[src/rtl/mdpath_param_if.sv]
// Control, memory and status bus between the multi-cycle controller/memory side
// and the mdpath_param datapath.
interface mdpath_param_if;
  logic        MIO_ready;
  logic        IorD;
  logic        IRWrite;
  logic [1:0]  RegDst;
  logic        RegWrite;
  logic [1:0]  MemtoReg;
  logic        ALUSrcA;
  logic [1:0]  ALUSrcB;
  logic [1:0]  PCSource;
  logic        PCWrite;
  logic        PCWriteCond;
  logic        Branch;
  logic [2:0]  ALU_operation;
  logic [31:0] data2CPU;
  logic [31:0] PC_Current;
  logic [31:0] Inst;
  logic [31:0] data_out;
  logic [31:0] M_addr;
  logic        zero;
  logic        overflow;

  modport master (
    output MIO_ready, IorD, IRWrite, RegDst, RegWrite, MemtoReg, ALUSrcA, ALUSrcB,
           PCSource, PCWrite, PCWriteCond, Branch, ALU_operation, data2CPU,
    input  PC_Current, Inst, data_out, M_addr, zero, overflow
  );

  modport slave (
    input  MIO_ready, IorD, IRWrite, RegDst, RegWrite, MemtoReg, ALUSrcA, ALUSrcB,
           PCSource, PCWrite, PCWriteCond, Branch, ALU_operation, data2CPU,
    output PC_Current, Inst, data_out, M_addr, zero, overflow
  );
endinterface

[src/rtl/mdpath_param.sv]
// Parametrised multi-cycle MIPS datapath: PC/IR/MDR/A/B/ALUOut state, 32x32
// register file and 8-op ALU, all state frozen while the memory is not ready.
module mdpath_param #(
  parameter logic [31:0] RESET_PC   = 32'h0000_0000,
  parameter bit          SLT_SIGNED = 1'b1
) (
  input logic         clk,
  input logic         reset,
  mdpath_param_if.slave bus
);

  typedef enum logic [2:0] {
    ALU_AND = 3'b000,
    ALU_OR  = 3'b001,
    ALU_ADD = 3'b010,
    ALU_XOR = 3'b011,
    ALU_NOR = 3'b100,
    ALU_SRL = 3'b101,
    ALU_SUB = 3'b110,
    ALU_SLT = 3'b111
  } alu_op_t;

  logic [31:0] pc, ir, mdr, a, b, alu_out;
  logic [31:0] rf [32];

  logic [31:0] rs_data, rt_data;
  logic [31:0] imm_ext;
  logic [31:0] src_a, src_b;
  logic [31:0] alu_res;
  logic        alu_ovf;
  logic        slt_lt;
  logic [31:0] pc_next;
  logic        pc_load;
  logic [4:0]  wr_addr;
  logic [31:0] wr_data;
  logic        wr_en;
  alu_op_t     op;

  assign op      = alu_op_t'(bus.ALU_operation);
  assign rs_data = (ir[25:21] == 5'd0) ? '0 : rf[ir[25:21]];
  assign rt_data = (ir[20:16] == 5'd0) ? '0 : rf[ir[20:16]];
  assign imm_ext = {{16{ir[15]}}, ir[15:0]};
  assign src_a   = bus.ALUSrcA ? a : pc;

  always_comb begin
    src_b = b;
    case (bus.ALUSrcB)
      2'b00: src_b = b;
      2'b01: src_b = 32'd4;
      2'b10: src_b = imm_ext;
      2'b11: src_b = {imm_ext[29:0], 2'b00};
      default: src_b = b;
    endcase
  end

  assign slt_lt = SLT_SIGNED ? ($signed(src_a) < $signed(src_b)) : (src_a < src_b);

  always_comb begin
    alu_res = '0;
    alu_ovf = 1'b0;
    case (op)
      ALU_AND: alu_res = src_a & src_b;
      ALU_OR:  alu_res = src_a | src_b;
      ALU_ADD: begin
        alu_res = src_a + src_b;
        alu_ovf = (src_a[31] == src_b[31]) && (alu_res[31] != src_a[31]);
      end
      ALU_XOR: alu_res = src_a ^ src_b;
      ALU_NOR: alu_res = ~(src_a | src_b);
      ALU_SRL: alu_res = src_b >> src_a[4:0];
      ALU_SUB: begin
        alu_res = src_a + ~src_b + 32'd1;
        alu_ovf = (src_a[31] != src_b[31]) && (alu_res[31] != src_a[31]);
      end
      ALU_SLT: alu_res = {31'd0, slt_lt};
      default: alu_res = '0;
    endcase
  end

  assign bus.zero     = (alu_res == '0);
  assign bus.overflow = alu_ovf;

  // Branch sense flips the zero test: beq takes on zero, bne on non-zero.
  assign pc_load = bus.PCWrite | (bus.PCWriteCond & (bus.zero ^ bus.Branch));

  always_comb begin
    pc_next = alu_res;
    case (bus.PCSource)
      2'b00: pc_next = alu_res;
      2'b01: pc_next = alu_out;
      2'b10: pc_next = {pc[31:28], ir[25:0], 2'b00};
      2'b11: pc_next = a;
      default: pc_next = alu_res;
    endcase
  end

  always_comb begin
    wr_addr = ir[20:16];
    case (bus.RegDst)
      2'b00: wr_addr = ir[20:16];
      2'b01: wr_addr = ir[15:11];
      2'b10: wr_addr = 5'd31;
      default: wr_addr = 5'd0;
    endcase
  end

  always_comb begin
    wr_data = alu_out;
    case (bus.MemtoReg)
      2'b00: wr_data = alu_out;
      2'b01: wr_data = mdr;
      2'b10: wr_data = {ir[15:0], 16'h0000};
      2'b11: wr_data = pc;
      default: wr_data = alu_out;
    endcase
  end

  assign wr_en = bus.RegWrite && (bus.RegDst != 2'b11) && (wr_addr != 5'd0);

  always_ff @(posedge clk) begin
    if (reset) begin
      pc      <= RESET_PC;
      ir      <= '0;
      mdr     <= '0;
      a       <= '0;
      b       <= '0;
      alu_out <= '0;
      for (int unsigned i = 0; i < 32; i++) rf[i] <= '0;
    end else if (bus.MIO_ready) begin
      if (pc_load)     pc <= pc_next;
      if (bus.IRWrite) ir <= bus.data2CPU;
      mdr     <= bus.data2CPU;
      a       <= rs_data;
      b       <= rt_data;
      alu_out <= alu_res;
      if (wr_en) rf[wr_addr] <= wr_data;
    end
  end

  assign bus.PC_Current = pc;
  assign bus.Inst       = ir;
  assign bus.data_out   = b;
  assign bus.M_addr     = bus.IorD ? alu_out : pc;

endmodule

[src/flat_wrapper.sv]
// flat-port wrapper written by rule: the top's interface ports become plain ports
module mdpath_param_flat 
#(
  parameter logic [31:0] RESET_PC   = 32'h0000_0000,
  parameter bit          SLT_SIGNED = 1'b1
)
  (clk, reset, bus_MIO_ready, bus_IorD, bus_IRWrite, bus_RegDst, bus_RegWrite, bus_MemtoReg, bus_ALUSrcA, bus_ALUSrcB, bus_PCSource, bus_PCWrite, bus_PCWriteCond, bus_Branch, bus_ALU_operation, bus_data2CPU, bus_PC_Current, bus_Inst, bus_data_out, bus_M_addr, bus_zero, bus_overflow);
  mdpath_param_if bus_i ();
  input logic clk;
  input logic reset;
  input wire logic [$bits(bus_i.MIO_ready)-1:0] bus_MIO_ready;
  input wire logic [$bits(bus_i.IorD)-1:0] bus_IorD;
  input wire logic [$bits(bus_i.IRWrite)-1:0] bus_IRWrite;
  input wire logic [$bits(bus_i.RegDst)-1:0] bus_RegDst;
  input wire logic [$bits(bus_i.RegWrite)-1:0] bus_RegWrite;
  input wire logic [$bits(bus_i.MemtoReg)-1:0] bus_MemtoReg;
  input wire logic [$bits(bus_i.ALUSrcA)-1:0] bus_ALUSrcA;
  input wire logic [$bits(bus_i.ALUSrcB)-1:0] bus_ALUSrcB;
  input wire logic [$bits(bus_i.PCSource)-1:0] bus_PCSource;
  input wire logic [$bits(bus_i.PCWrite)-1:0] bus_PCWrite;
  input wire logic [$bits(bus_i.PCWriteCond)-1:0] bus_PCWriteCond;
  input wire logic [$bits(bus_i.Branch)-1:0] bus_Branch;
  input wire logic [$bits(bus_i.ALU_operation)-1:0] bus_ALU_operation;
  input wire logic [$bits(bus_i.data2CPU)-1:0] bus_data2CPU;
  output wire logic [$bits(bus_i.PC_Current)-1:0] bus_PC_Current;
  output wire logic [$bits(bus_i.Inst)-1:0] bus_Inst;
  output wire logic [$bits(bus_i.data_out)-1:0] bus_data_out;
  output wire logic [$bits(bus_i.M_addr)-1:0] bus_M_addr;
  output wire logic [$bits(bus_i.zero)-1:0] bus_zero;
  output wire logic [$bits(bus_i.overflow)-1:0] bus_overflow;
  assign bus_i.MIO_ready = bus_MIO_ready;
  assign bus_i.IorD = bus_IorD;
  assign bus_i.IRWrite = bus_IRWrite;
  assign bus_i.RegDst = bus_RegDst;
  assign bus_i.RegWrite = bus_RegWrite;
  assign bus_i.MemtoReg = bus_MemtoReg;
  assign bus_i.ALUSrcA = bus_ALUSrcA;
  assign bus_i.ALUSrcB = bus_ALUSrcB;
  assign bus_i.PCSource = bus_PCSource;
  assign bus_i.PCWrite = bus_PCWrite;
  assign bus_i.PCWriteCond = bus_PCWriteCond;
  assign bus_i.Branch = bus_Branch;
  assign bus_i.ALU_operation = bus_ALU_operation;
  assign bus_i.data2CPU = bus_data2CPU;
  assign bus_PC_Current = bus_i.PC_Current;
  assign bus_Inst = bus_i.Inst;
  assign bus_data_out = bus_i.data_out;
  assign bus_M_addr = bus_i.M_addr;
  assign bus_zero = bus_i.zero;
  assign bus_overflow = bus_i.overflow;
  mdpath_param #(.RESET_PC(RESET_PC), .SLT_SIGNED(SLT_SIGNED)) u_core (.clk(clk), .reset(reset), .bus(bus_i));
endmodule
[config.mk]
export PLATFORM = sky130hd
export DESIGN_NAME = mdpath_param_flat
export DESIGN_NICKNAME = d
export VERILOG_FILES = /design/src/rtl/mdpath_param_if.sv /design/src/rtl/mdpath_param.sv /design/src/flat_wrapper.sv
export SDC_FILE = /design/constraint.sdc
export NUM_CORES = 2
export LEC_CHECK = 0
export BUFFER_PORTS_ARGS = -buffer_cell sky130_fd_sc_hd__clkbuf_2
export CAP_MARGIN = 20
export CORE_MARGIN = 2
export CORE_UTILIZATION = 45
export CTS_BUF_LIST = sky130_fd_sc_hd__clkbuf_4 sky130_fd_sc_hd__clkbuf_8
export CTS_CLUSTER_DIAMETER = 120
export CTS_CLUSTER_SIZE = 16
export DETAILED_ROUTE_END_ITERATION = 7
export PLACE_DENSITY = 0.57
export SLEW_MARGIN = 10
export SYNTH_ARGS = -nofsm -noshare
export SYNTH_HDL_FRONTEND = slang
export SYNTH_SLANG_ARGS = --single-unit
[constraint.sdc]
create_clock -name clk -period 11.86 [get_ports clk]
set_input_delay 1.186 -clock clk [delete_from_list [all_inputs] [get_ports clk]]
set_output_delay 1.186 -clock clk [all_outputs]
set_load 0.02 [all_outputs]
==> Word-level counts from Yosys, hierarchy flattened <==
Memory sizes are Yosys's and may differ from the RTL's. A register that Yosys moved wholly into a read port is not among the register bits.
Cells that the tools add are included.
{ "op_classes": {"add_sub_neg": 3, "mul": 0, "n_div": 0, "magnitude_cmp": 1, "n_eq_ne": 23, "n_shift": 1, "n_mux": 23, "bitwise": 9, "n_reduce_logical": 17} }
{ "op_table": {"columns": ["cell", "n"], "rows": [
  ["$pmux W32 S4", 3],
  ["$pmux W32 S8", 1],
  ["$mux W32", 5],
  ["$add A32 B32 Y32", 2],
  ["$not A32 Y32", 2],
  ["$add A32 B1 Y32 const B", 1],
  ["$and A32 B32 Y32", 1],
  ["$logic_not A32 Y1", 1],
  ["$lt A32 B32 Y1", 1],
  ["$or A32 B32 Y32", 1],
  ["$reduce_or A32 Y1", 1],
  ["$shr A32 B5 Y32", 1],
  ["$xor A32 B32 Y32", 1],
  ["$mux W5", 5],
  ["$pmux W5 S3", 1],
  ["$eq A2 B2 Y1 const B", 7],
  ["$eq A3 B3 Y1 const B", 4],
  ["$logic_not A5 Y1", 2],
  ["$eq A2 B1 Y1 const B", 4],
  ["$logic_not A2 Y1", 4],
  ["$mux W1", 7],
  ["$eq A3 B2 Y1 const B", 2],
  ["$reduce_bool A5 Y1", 1],
  ["$logic_and A1 B1 Y1", 4],
  ["other kinds (12)", 15]
]} }
{ "word_totals": {"ff_bits": 192, "latch_bits": 0, "ramBits": 1024, "rom_bits": 0, "wordCells": 85, "n_memories": 1} }
{ "memory_table": {"columns": ["memory", "depth", "width", "rd", "rd_clocked_by_memory_dff", "write_ports", "line", "source"], "rows": [
  ["u_core.rf", 32, 32, 2, 2, 32, "mdpath_param.sv:24", "logic [31:0] rf [32];"]
]} }

==> Logic depth before layout (Yosys ltp) <==
{ "logic_depth": {"depth_word": 11, "mapped_depth": 25, "ltp_nobuf": 20} }

==> Worst setup path after synthesis <==
OpenSTA, ideal clock, no wires.
{ "synth_timing": {"kind": "input port to output port", "startpoint": "input port bus_ALUSrcA", "endpoint": "output port bus_zero", "arrival_ns": 5.535, "required_time_ns": 10.674, "slack_ns": 5.139, "stages": 18, "path_buffers": 4, "cell_sequence": "buf_4 -> mux2i_1 -> clkinv_1 -> clkbuf_1 -> clkbuf_1 -> ha_1 -> buf_4 -> nor4_1 -> o211ai_1 -> a31oi_1 -> o21ai_0 -> nand2_1 -> a21oi_1 -> or4b_2 -> mux2i_1 -> o32a_1 -> nor4_2 -> and4_4"} }
{ "synth_between": {"elab_chain_cells": 5, "word_cells_on_any_way": 12, "cone_classes": "add/sub (3); order compare (1); shift (1); mux (2); bitwise (4); reduce/logical (1)"} }
{ "synth_lines": {"columns": ["element", "line", "source"], "rows": [
  ["start, declared", "flat_wrapper.sv:17", "input wire logic [$bits(bus_i.ALUSrcA)-1:0] bus_ALUSrcA;"],
  ["$mux W32 *", "mdpath_param.sv:43", "assign src_a = bus.ALUSrcA ? a : pc;"],
  ["$add A32 B32 Y32 or $or A32 B32 Y32 (tied branches)", "mdpath_param.sv:72, mdpath_param.sv:63, mdpath_param.sv:69", null],
  ["$add A32 B1 Y32 or $not A32 Y32 (tied branches)", "mdpath_param.sv:72, mdpath_param.sv:69", null],
  ["$pmux W32 S8 *", "mdpath_param.sv:61", "case (op)"],
  ["$logic_not A32 Y1 *", "mdpath_param.sv:80", "assign bus.zero = (alu_res == '0);"],
  ["end, declared", "flat_wrapper.sv:29", "output wire logic [$bits(bus_i.zero)-1:0] bus_zero;"]
]} }
Mark *: on every way between the ends. The rest lies on a longest branch, timed or not.

==> Worst setup path in the final report <==
Same ends and word-level chain as after synthesis.

==> flow_summary.yaml <==
outcome:
  status: "completed"
sta:
  final_hold_viol_count: 0
  holdWs_ns: 0.460
  relSlewSlack: 0.176
  drv_slew: 0
  worst_slew_pin_slew_ns: 1.23
  rsz0062_at_grt: "false"
  fin_crit_sh: 0.783
  fmax_mhz: 108
  fin_setup_tns_ns: 0
  min_period_ns: 9.28
  finalSetupViolations: 0
  setup_ws_ns: 2.58
  finalClockSkew_ns: 0.0579
global_route:
  grt_usage: 0.345
  antenna_found_initial: 9
  grt_max_degree: 96
  first_global_vias: 48800
  grt_pass1_wl_um: 381000
  overflow: 0
floorplan:
  coreArea_um2: 152000
  die_h_um: 396
  boundaryPins: 183
  start_util: 0.454
  fp.dieArea_um2: 157000
  rows: 143
  die_width_um: 396
power_and_ir_drop:
  powerDensity_nw_per_um2: 121
  fin_total_pwr_uw: 8960
  p_leak_uw: 0.0249
  max-vdd-ir-drop_v: 0.0000906
routing:
  dr.pass1.iters: 6
  totalWireLength_um: 274000
  vias: 50400
  avgRoutedWirePerCell_um: 36.6
  routed_via_density: 6.72
  drtAntennaViolNets: 0
  drc: 0
  dr.first_iter.drc_count: 6615
synthesis:
  syn_inst: 5480
  synth_area_um2: 69200
  synth_edf_count: 1024
  synth_commonest_cells: "nor2_1 (1,354), edfxtp_1 (1,024), mux4_2 (665)"
  ys_top_cells_by_area: "edfxtp_1 (44%), mux4_2 (22%), nor2_1 (7.3%)"
  syn_avg_cell_area_um2: 12.6
  ys_seq_area_frac: 0.503
  synth-async-reset-ratio: 0
  synth_top_area_frac: 0.445
  ys_ff_latch: 1226
  synthFlopType: "edfxtp_1"
  synth_cell_types: 100
  yosys.area.top_type: "edfxtp_1"
  yosysWarnings: 0
  yosysMostFrequentCell: "nor2_1"
placed_design:
  place_ws_ns: 2.66
  portBuffers: 182
  gp_congestion: 0.983
  dp_hpwl_um: 178000
clocking:
  cts_sinks: 1226
  postCtsSetupBuffers: 0
  cts_max_level: 3
  clockBufferDepth: 3
  hold_buffers: 0
  ctsResizeCount: 0
  clk_pin_slew_worst_paths_ns: 0.11
  clockRootBuffer: "clkbuf_8"
  tritoncts: "yes"
  cts_buffers: 87
  insertion_delay_ns: 0.86
setup_path:
  crit_buf_inv: 6
  critPathLaunchType: "input pin"
  critPathMaxStageDelay_ns: 0.86
  critical_path_required_ns: 10.67
  end_kind: "primary output"
  crit_chain: "clkbuf_2 > buf_4 > mux2i_4 > buf_4 > inv_2 > ha_1 > inv_1 > fa_1 > nor2b_1 > o2111ai_1 > a21oi_1 > nor2_1 > a2bb2oi_1 > mux2_2 > a21oi_1 > nor4_1 > nand4b_1 > nor4_2 > and4_4 > clkbuf_2"
  crit_family: "simple AND/OR/NAND/NOR gates"
  path_class: "in -> out"
  crit_arrival_ns: 8.10
  crit_slowest_cell: "nor4_1"
  cp_max_fo: 48
min_path:
  hold_class: "reg -> reg"
flow_run:
  drv_cap: 0
cells_and_area:
  nets: 5580
  drive_gt1_frac: 0.260
  syn_to_final_growth_pct: 6.87
[logic make-up (layout without fill, tap and decap cells)]
kind of cell | Yosys count | count (layout) | synth area share
AO/OA/AOI/OAI | 673 | 673 | 0.0673
buffers and inverters | 634 | 585 | 0.0362
other | 1 | 37 | 0.0000542
adder cells (fa/ha/maj) | 100 | 100 | 0.0182
XOR/XNOR | 26 | 26 | 0.00329
AND/OR/NAND/NOR | 1849 | 1849 | 0.109
flip-flops | 1226 | 1226 | 0.503
multiplexers | 971 | 971 | 0.263
[final timing paths]
kind | start | cells after the start | to | slack (ns)
worst min-delay path | u_core.bus.Inst[28] | 2 | u_core.bus.Inst[28] | 0.46
worst max-delay path | bus_ALUSrcA | 20 | bus_zero | 2.58
worst min register to register | u_core.bus.Inst[28] | 2 | u_core.bus.Inst[28] | 0.46
worst max register to register | u_core.bus.PC_Current[0] | 21 | u_core.bus.PC_Current[28] | 3.93
[worst reg2reg max path: stages, from the launching register on]
cell       delay (ns)
dfxtp_1          0.52
mux2i_4          0.10
buf_4            0.34
inv_2            0.68
ha_1             0.40
inv_1            0.09
fa_1             0.45
nor2b_1          0.28
o2111ai_1        0.29
a21oi_1          0.71
nor2_1           0.25
a2bb2oi_1        0.19
mux2_2           0.18
a21oi_1          0.17
nor4_1           0.86
nand4b_1         0.26
nor4_2           0.42
and4_4           0.32
a221o_2          0.29
buf_4            0.56
a21boi_4         0.34
o221a_1          0.19
[sequential cells by signal (all words and copies together), names as in the netlist, named ones only]
| signal | cells |
|---|---|
| u_core.rf | 1024 |
| u_core.a | 32 |
| u_core.alu_out | 32 |
| u_core.bus.Inst | 32 |
| u_core.bus.PC_Current | 32 |
| u_core.bus.data_out | 32 |
| u_core.mdr | 32 |
[where the power goes]
group	switching [uW]	internal, uW	total, uW
Sequential	160	4820	4980
Combinational	1120	631	1750
Clock	1440	784	2230
Total	2730	6230	8960
[area by class of cell]
cell class	instances	area, um^2
Fill cell	13400	78300
Sequential cell	1226	34800
Multi-Input combinational cell	3651	32400
Tap cell	2030	2540
Timing Repair Buffer	358	2290
Clock buffer	116	1430
Inverter	103	387
Clock inverter	8	75.1
Antenna cell	5	12.5
[metrics by stage]
step,cells,util,area [um^2]
global placement,7366,0.475,72400
global route,7495,0.485,73900
floorplan,5511,-,69300
finish,7497,0.485,73900
detailed placement,7368,0.475,72400
CTS,7492,0.485,73900
[placed cells by master (no fill, tap or decap), types with 63 or more instances in the layout]
| master | synthesis | layout |
|---|---|---|
| clkbuf_2 | 0 | 178 |
| mux4_2 | 665 | 665 |
| mux2i_1 | 204 | 203 |
| nor2_1 | 1354 | 1349 |
| a21oi_1 | 203 | 203 |
| clkbuf_8 | 0 | 90 |
| o21ai_0 | 82 | 66 |
| dfxtp_1 | 202 | 192 |
| inv_1 | 97 | 95 |
| mux2_2 | 92 | 92 |
| edfxtp_1 | 1024 | 1024 |
| nor3_1 | 86 | 86 |
| nand2_2 | 0 | 63 |
| ha_1 | 99 | 99 |
| nand2_1 | 245 | 182 |
| buf_4 | 6 | 171 |
[metal layers]
layer  up-vias  GRT usage  routed length (um)
li1      20600          -                   -
met1     26200      0.455              103000
met2      3061      0.552              129000
met3       606     0.0653               27200
met4         6      0.168               15300
met5         -          0                  36
Power figures use the tool's default switching activity.
